<file path="config.mk">
export PLATFORM = sky130hd
export DESIGN_NAME = if_stage
export DESIGN_NICKNAME = d
export VERILOG_FILES = /design/src/rtl/if_pkg.sv /design/src/rtl/if_stage_fetch_queue.sv /design/src/rtl/if_stage.sv
export SDC_FILE = /design/constraint.sdc
export NUM_CORES = 1
export LEC_CHECK = 0
export BUFFER_PORTS_ARGS = -buffer_cell sky130_fd_sc_hd__buf_2
export CORE_ASPECT_RATIO = 1.75
export CORE_MARGIN = 2
export CORE_UTILIZATION = 50
export CTS_BUF_LIST = sky130_fd_sc_hd__clkbuf_16
export DETAILED_ROUTE_END_ITERATION = 10
export PLACE_DENSITY = 0.75
export RECOVER_POWER = 25
export SYNTH_ARGS = -nofsm -noshare
export SYNTH_HDL_FRONTEND = slang
export SYNTH_SLANG_ARGS = --single-unit
</file>
<file path="constraint.sdc">
create_clock -name clk -period 19 [get_ports clk]
set_input_delay 5.7 -clock clk [delete_from_list [all_inputs] [get_ports clk]]
set_output_delay 5.7 -clock clk [all_outputs]
set_load 0.005 [all_outputs]
</file>
<file path="src/rtl/if_pkg.sv">
// Shared types and constants for the RV32I instruction-fetch stage.
package if_pkg;

   localparam logic [31:0] NOP_INSTR        = 32'h0000_0013;
   localparam logic [31:0] DEFAULT_RESET_PC = 32'h0000_0000;

   typedef struct packed {
      logic [31:0] pc;
      logic [31:0] instr;
      logic        misalign;
   } fetch_entry_t;

   function automatic logic [31:0] align_pc(input logic [31:0] addr);
      return {addr[31:2], 2'b00};
   endfunction

endpackage

</file>
<file path="src/rtl/if_stage_fetch_queue.sv">
// Small synchronous FIFO of fetch entries; clear beats push, head is read
// straight from the storage registers.
module fetch_queue
   import if_pkg::*;
#(
   parameter int DEPTH = 2
) (
   input  logic                     clk_i,
   input  logic                     rst_i,
   input  logic                     clear_i,
   input  logic                     push_i,
   input  fetch_entry_t             push_data_i,
   input  logic                     pop_i,
   output fetch_entry_t             head_o,
   output logic [$clog2(DEPTH):0]   count_o
);

   localparam int PW = $clog2(DEPTH);
   localparam int CW = PW + 1;
   localparam logic [CW-1:0] DEPTH_C = CW'(DEPTH);

   fetch_entry_t   mem_q [DEPTH];
   logic [PW-1:0]  rd_q, rd_d, wr_q, wr_d;
   logic [CW-1:0]  cnt_q, cnt_d;
   logic           do_pop, do_push;

   assign do_pop  = pop_i & (cnt_q != '0);
   assign do_push = push_i & ((cnt_q < DEPTH_C) | do_pop);

   // Pointer and occupancy next state.
   always_comb begin
      rd_d  = rd_q;
      wr_d  = wr_q;
      cnt_d = cnt_q;
      if (clear_i) begin
         rd_d  = '0;
         wr_d  = '0;
         cnt_d = '0;
      end else begin
         if (do_push) wr_d = wr_q + PW'(1);
         else         wr_d = wr_q;
         if (do_pop)  rd_d = rd_q + PW'(1);
         else         rd_d = rd_q;
         cnt_d = cnt_q + CW'(do_push) - CW'(do_pop);
      end
   end

   always_ff @(posedge clk_i) begin
      if (rst_i) begin
         rd_q  <= '0;
         wr_q  <= '0;
         cnt_q <= '0;
      end else begin
         rd_q  <= rd_d;
         wr_q  <= wr_d;
         cnt_q <= cnt_d;
      end
   end

   always_ff @(posedge clk_i) begin
      if (do_push & ~clear_i & ~rst_i) mem_q[wr_q] <= push_data_i;
   end

   assign head_o  = mem_q[rd_q];
   assign count_o = cnt_q;

endmodule

</file>
<file path="src/rtl/if_stage.sv">
// RV32I instruction-fetch stage: PC, imem address, fetch queue and redirect.
// Optional misaligned-target trapping is enabled by IF_MISALIGN_CHK_EN.
module if_stage
   import if_pkg::*;
#(
   parameter logic [31:0] RESET_PC = DEFAULT_RESET_PC,
   parameter int          ADDR_W   = 12,
   parameter int          QDEPTH   = 2
) (
   input  logic              clk,
   input  logic              rst,
   input  logic              fetch_en,
   output logic [ADDR_W-1:0] imem_addr,
   input  logic [31:0]       imem_rdata,
   input  logic              redirect_valid,
   input  logic [31:0]       redirect_pc,
   output logic              id_valid,
   input  logic              id_ready,
   output logic [31:0]       id_instr,
   output logic [31:0]       id_pc,
   output logic [31:0]       id_pc_plus4
`ifdef IF_MISALIGN_CHK_EN
   ,output logic             id_misalign
`endif
);

   localparam int CW = $clog2(QDEPTH) + 1;
   localparam logic [CW-1:0] DEPTH_C = CW'(QDEPTH);

   logic [31:0]   pc_q, pc_d;
   logic [CW-1:0] q_count;
   fetch_entry_t  q_head, push_entry;
   logic          pop, push, fetch_blocked, misalign_pend;

`ifdef IF_MISALIGN_CHK_EN
   logic halt_q, halt_d, pend_q, pend_d;

   assign fetch_blocked = halt_q;
   assign misalign_pend = pend_q;

   // A misaligned target emits one marker entry, then fetch parks until the next redirect.
   always_comb begin
      halt_d = halt_q;
      pend_d = pend_q;
      if (redirect_valid) begin
         pend_d = (redirect_pc[1:0] != 2'b00);
         halt_d = 1'b0;
      end else if (push & pend_q) begin
         pend_d = 1'b0;
         halt_d = 1'b1;
      end else begin
         pend_d = pend_q;
         halt_d = halt_q;
      end
   end

   always_ff @(posedge clk) begin
      if (rst) begin
         halt_q <= 1'b0;
         pend_q <= 1'b0;
      end else begin
         halt_q <= halt_d;
         pend_q <= pend_d;
      end
   end

   assign id_misalign = id_valid & q_head.misalign;
`else
   logic [2:0] unused_bits;

   assign fetch_blocked = 1'b0;
   assign misalign_pend = 1'b0;
   assign unused_bits   = {q_head.misalign, redirect_pc[1:0]};
`endif

   assign pop  = id_valid & id_ready;
   assign push = fetch_en & ~redirect_valid & ~fetch_blocked &
                 ((q_count < DEPTH_C) | pop);

   always_comb begin
      push_entry.pc       = pc_q;
      push_entry.instr    = imem_rdata;
      push_entry.misalign = 1'b0;
      if (misalign_pend) begin
         push_entry.instr    = NOP_INSTR;
         push_entry.misalign = 1'b1;
      end else begin
         push_entry.instr    = imem_rdata;
         push_entry.misalign = 1'b0;
      end
   end

   // The marker entry does not consume a PC slot, so pc holds while it is pushed.
   always_comb begin
      pc_d = pc_q;
      if (redirect_valid)               pc_d = align_pc(redirect_pc);
      else if (push & ~misalign_pend)   pc_d = pc_q + 32'd4;
      else                              pc_d = pc_q;
   end

   always_ff @(posedge clk) begin
      if (rst) pc_q <= RESET_PC;
      else     pc_q <= pc_d;
   end

   fetch_queue #(
      .DEPTH (QDEPTH)
   ) u_queue (
      .clk_i       (clk),
      .rst_i       (rst),
      .clear_i     (redirect_valid),
      .push_i      (push),
      .push_data_i (push_entry),
      .pop_i       (pop),
      .head_o      (q_head),
      .count_o     (q_count)
   );

   assign imem_addr   = pc_q[ADDR_W+1:2];
   assign id_valid    = (q_count != '0);
   assign id_instr    = id_valid ? q_head.instr : NOP_INSTR;
   assign id_pc       = id_valid ? q_head.pc    : 32'h0000_0000;
   assign id_pc_plus4 = id_pc + 32'd4;

endmodule
</file>
==> flow_summary.yaml <==
run_status:
  outcome: "completed"
cts:
  post_cts_buffers: 0
  cts.sinks: 159
  cts_buffer_depth: 2
  cts-resized-gates: 0
  cts_root_buffer: "clkbuf_16"
  cts.hold.buffers_added: 0
  cts_buffers: 17
  cts_tree: "built"
  cts.clk_slew.worst_paths_ns: 0.06
  htree_levels: 4
  insertion_delay_ns: 0.41
timing:
  setup_tns_ns: 0
  post-route-period-util_pct: 48.77
  setup_viol: 0
  slew_viol_final: 0
  rsz0062_at_grt: "no"
  fmax_mhz: 107.9
  clock_skew_ns: 0.009748
  hold_viol_final: 0
  period_minus_slack_ns: 9.267
  setup_ws_ns: 9.733
  worst_pin_slew_ns: 0.9765
  relSlewSlack_pct: 34.90
  timing.hold.ws_ns: 0.5208
floorplan:
  start_util_pct: 50.75
  die_w_um: 96.54
  ios: 178
  die-area_sq_mm: 0.01602
  core_area_sq_mm: 0.01476
  rows: 59
  die_height_um: 165.9
setup_path:
  cp.arrival_ns: 3.57
  path_cells: "buf_4 > nand3_1 > a22oi_1 > nand4_1 > nor4_2 > xor2_1 > buf_2"
  end_kind: "output pin"
  cp-start-kind: "register"
  max_stage_delay_ns: 0.78
  cp_slowest_cell: "buf_4"
  worstPathRequired_ns: 13.30
  crit_path_max_fanout: 69
  critPathKind: "register to output pin"
synth:
  syn_area_per_cell_sq_um: 12.16
  synthArstFlopShare_pct: 0
  synth_ff_type: "edfxtp_1"
  yosys.area.top_type: "edfxtp_1"
  synth_most_common_cell: "edfxtp_1"
  netlist.area_leader.share_pct: 49.70
  synthTopCellsByCount: "edfxtp_1 (124), nor2_1 (92), mux2i_1 (61)"
  yosys-top-cells-area: "edfxtp_1 (50%), dfxtp_1 (9.4%), mux2i_1 (8.1%)"
  synth-edff-count: 124
  yosysSeqAreaShare_pct: 59.05
  synth_cell_types: 46
  netlist_area_sq_mm: 0.007492
  syn_inst: 616
  ys_warn_count: 0
  synth-seq-cells: 159
power:
  combPwrFrac_pct: 8.4
  seqPwrFrac_pct: 49.4
  p_clk_share_pct: 42.2
  netSwitchingFraction_pct: 22.73
  intPower_mw: 0.6210
  power_leakage_nw: 3.313
  powerDensity_mw_per_mm2: 89.90
  ir_drop_mv: 0.06092
  finalPower_mw: 0.8037
  p_sw_mw: 0.1826
final_layout:
  layout-drive-gt1-share_pct: 28.33
  fin_util_pct: 60.55
  syn_to_final_growth_pct: 19.32
  final_area_sq_mm: 0.008940
  seq_area_sq_mm: 0.004428
  fillCellCount: 1243
  layout.nets: 839
  instances_no_fill: 963
  antennaDiodeCount: 0
  multi_input_area_sq_mm: 0.002775
global_route:
  grt_max_degree: 70
  overflow: 0
  grtUsageTotal_pct: 21.15
  grt_first_pass_wirelength_um: 26160
  antenna_found_initial: 0
  grt_pass1_vias: 5449
route:
  drc: 0
  routedWlPerCell_um: 17.16
  drtPass1Iterations: 4
  ant_nets: 0
  drtIter0Drc: 258
  via_per_inst: 5.455
  dr_total_vias: 5253
  drt_wl_total_um: 16530
place:
  dp_slack_ns: 10.08
  portBuffers: 171
  dpl_cell_area_sq_mm: 0.008359
  hpwl_um: 11710
  gp_congestion: 0.8189
  dpl.cell_count: 931
hold_path:
  hp-class: "register to register"
run:
  cap_violations: 0
==> layout by cell type (no fill, tap or decap), types with 3 or more instances in the layout <==
master / instances
a211oi_1: 27
a21oi_1: 3
and2_1: 6
and3_1: 4
buf_2: 158
buf_4: 4
bufinv_16: 3
clkbuf_1: 13
clkbuf_16: 17
clkinvlp_4: 4
conb_1: 4
dfxtp_1: 34
edfxtp_1: 124
ha_1: 3
inv_1: 12
mux2i_1: 61
nand2_1: 26
nand3_1: 31
nand3b_1: 7
nand4_1: 15
nor2_1: 91
nor3_1: 17
nor3_2: 4
nor4_2: 12
nor4b_2: 3
o21ai_0: 3
xnor2_1: 25
xor2_1: 35
==> final timing paths <==
check / cells past startpoint / end / from / slack, ns
hold reg to reg: 0 / u_queue.mem_q[1][62] / pc_q[30] / 0.52
setup / recovery: 7 / id_pc_plus4[29] / register / 9.73
hold / removal: 0 / u_queue.mem_q[1][62] / pc_q[30] / 0.52
setup reg to reg: 8 / u_queue.count_o[1] / u_queue.count_o[1] / 16.50
==> state kept, by name, indices dropped and copies added, names as in the netlist, named ones only <==
register / flops
u_queue.mem_q: 124
u_queue.wr_q: 1
u_queue.rd_q: 1
pc_q: 30
u_queue.count_o: 2
==> logic make-up (layout without fill, tap and decap cells) <==
logic type               count (synthesis)  in the layout  synth area share [%]
AND/OR/NAND/NOR                        233            233                 16.72
AO/OA/AOI/OAI                           41             41                 4.041
adder cells (fa/ha/maj)                  3              3                0.5011
flip-flops                             159            159                 59.05
multiplexers                            62             62                 8.300
XOR/XNOR                                60             60                 7.014
other                                    1              4               0.05005
buffers and inverters                   57            218                 4.325
==> power by group through the flow <==
stage / Combinational [mW] / Clock [mW] / Sequential [mW]
2_1_floorplan: 0.0430 / 0 / 0.401
3_3_place_gp: 0.0664 / 0 / 0.403
3_5_place_dp: 0.0685 / 0 / 0.404
4_1_cts: 0.0689 / 0.345 / 0.397
5_1_grt: 0.0756 / 0.359 / 0.398
6_report: 0.0679 / 0.339 / 0.397
==> final cells by class <==
| class | instances | share of cell area, % |
|---|---|---|
| clock buffer | 17 | 4.759 |
| clock inverter | 15 | 1.917 |
| inverter | 11 | 0.4619 |
| multi-input combinational | 403 | 31.04 |
| sequential | 159 | 49.53 |
| tap | 183 | 2.561 |
| timing repair buffer | 175 | 9.727 |
==> worst max-delay path, delay by kind of cell (launching register included) <==
kind                      cells  cell delay, ns
DFF                           1            0.48
AOI/OAI and AO/OA             1            0.27
xor gates and xnor gates      1            0.17
buffers and inverters         2            0.91
and+or+nand+nor               3            1.28
==> metal layers <==
metal	track usage [%]	vias up	share of wire, %
met1	22.16	2466	36
li1	-	2535	-
met3	3.630	50	5.7
met5	0	-	0
met2	38.44	202	55
met4	11.57	0	3.5
(Power assumes the default switching activity.)
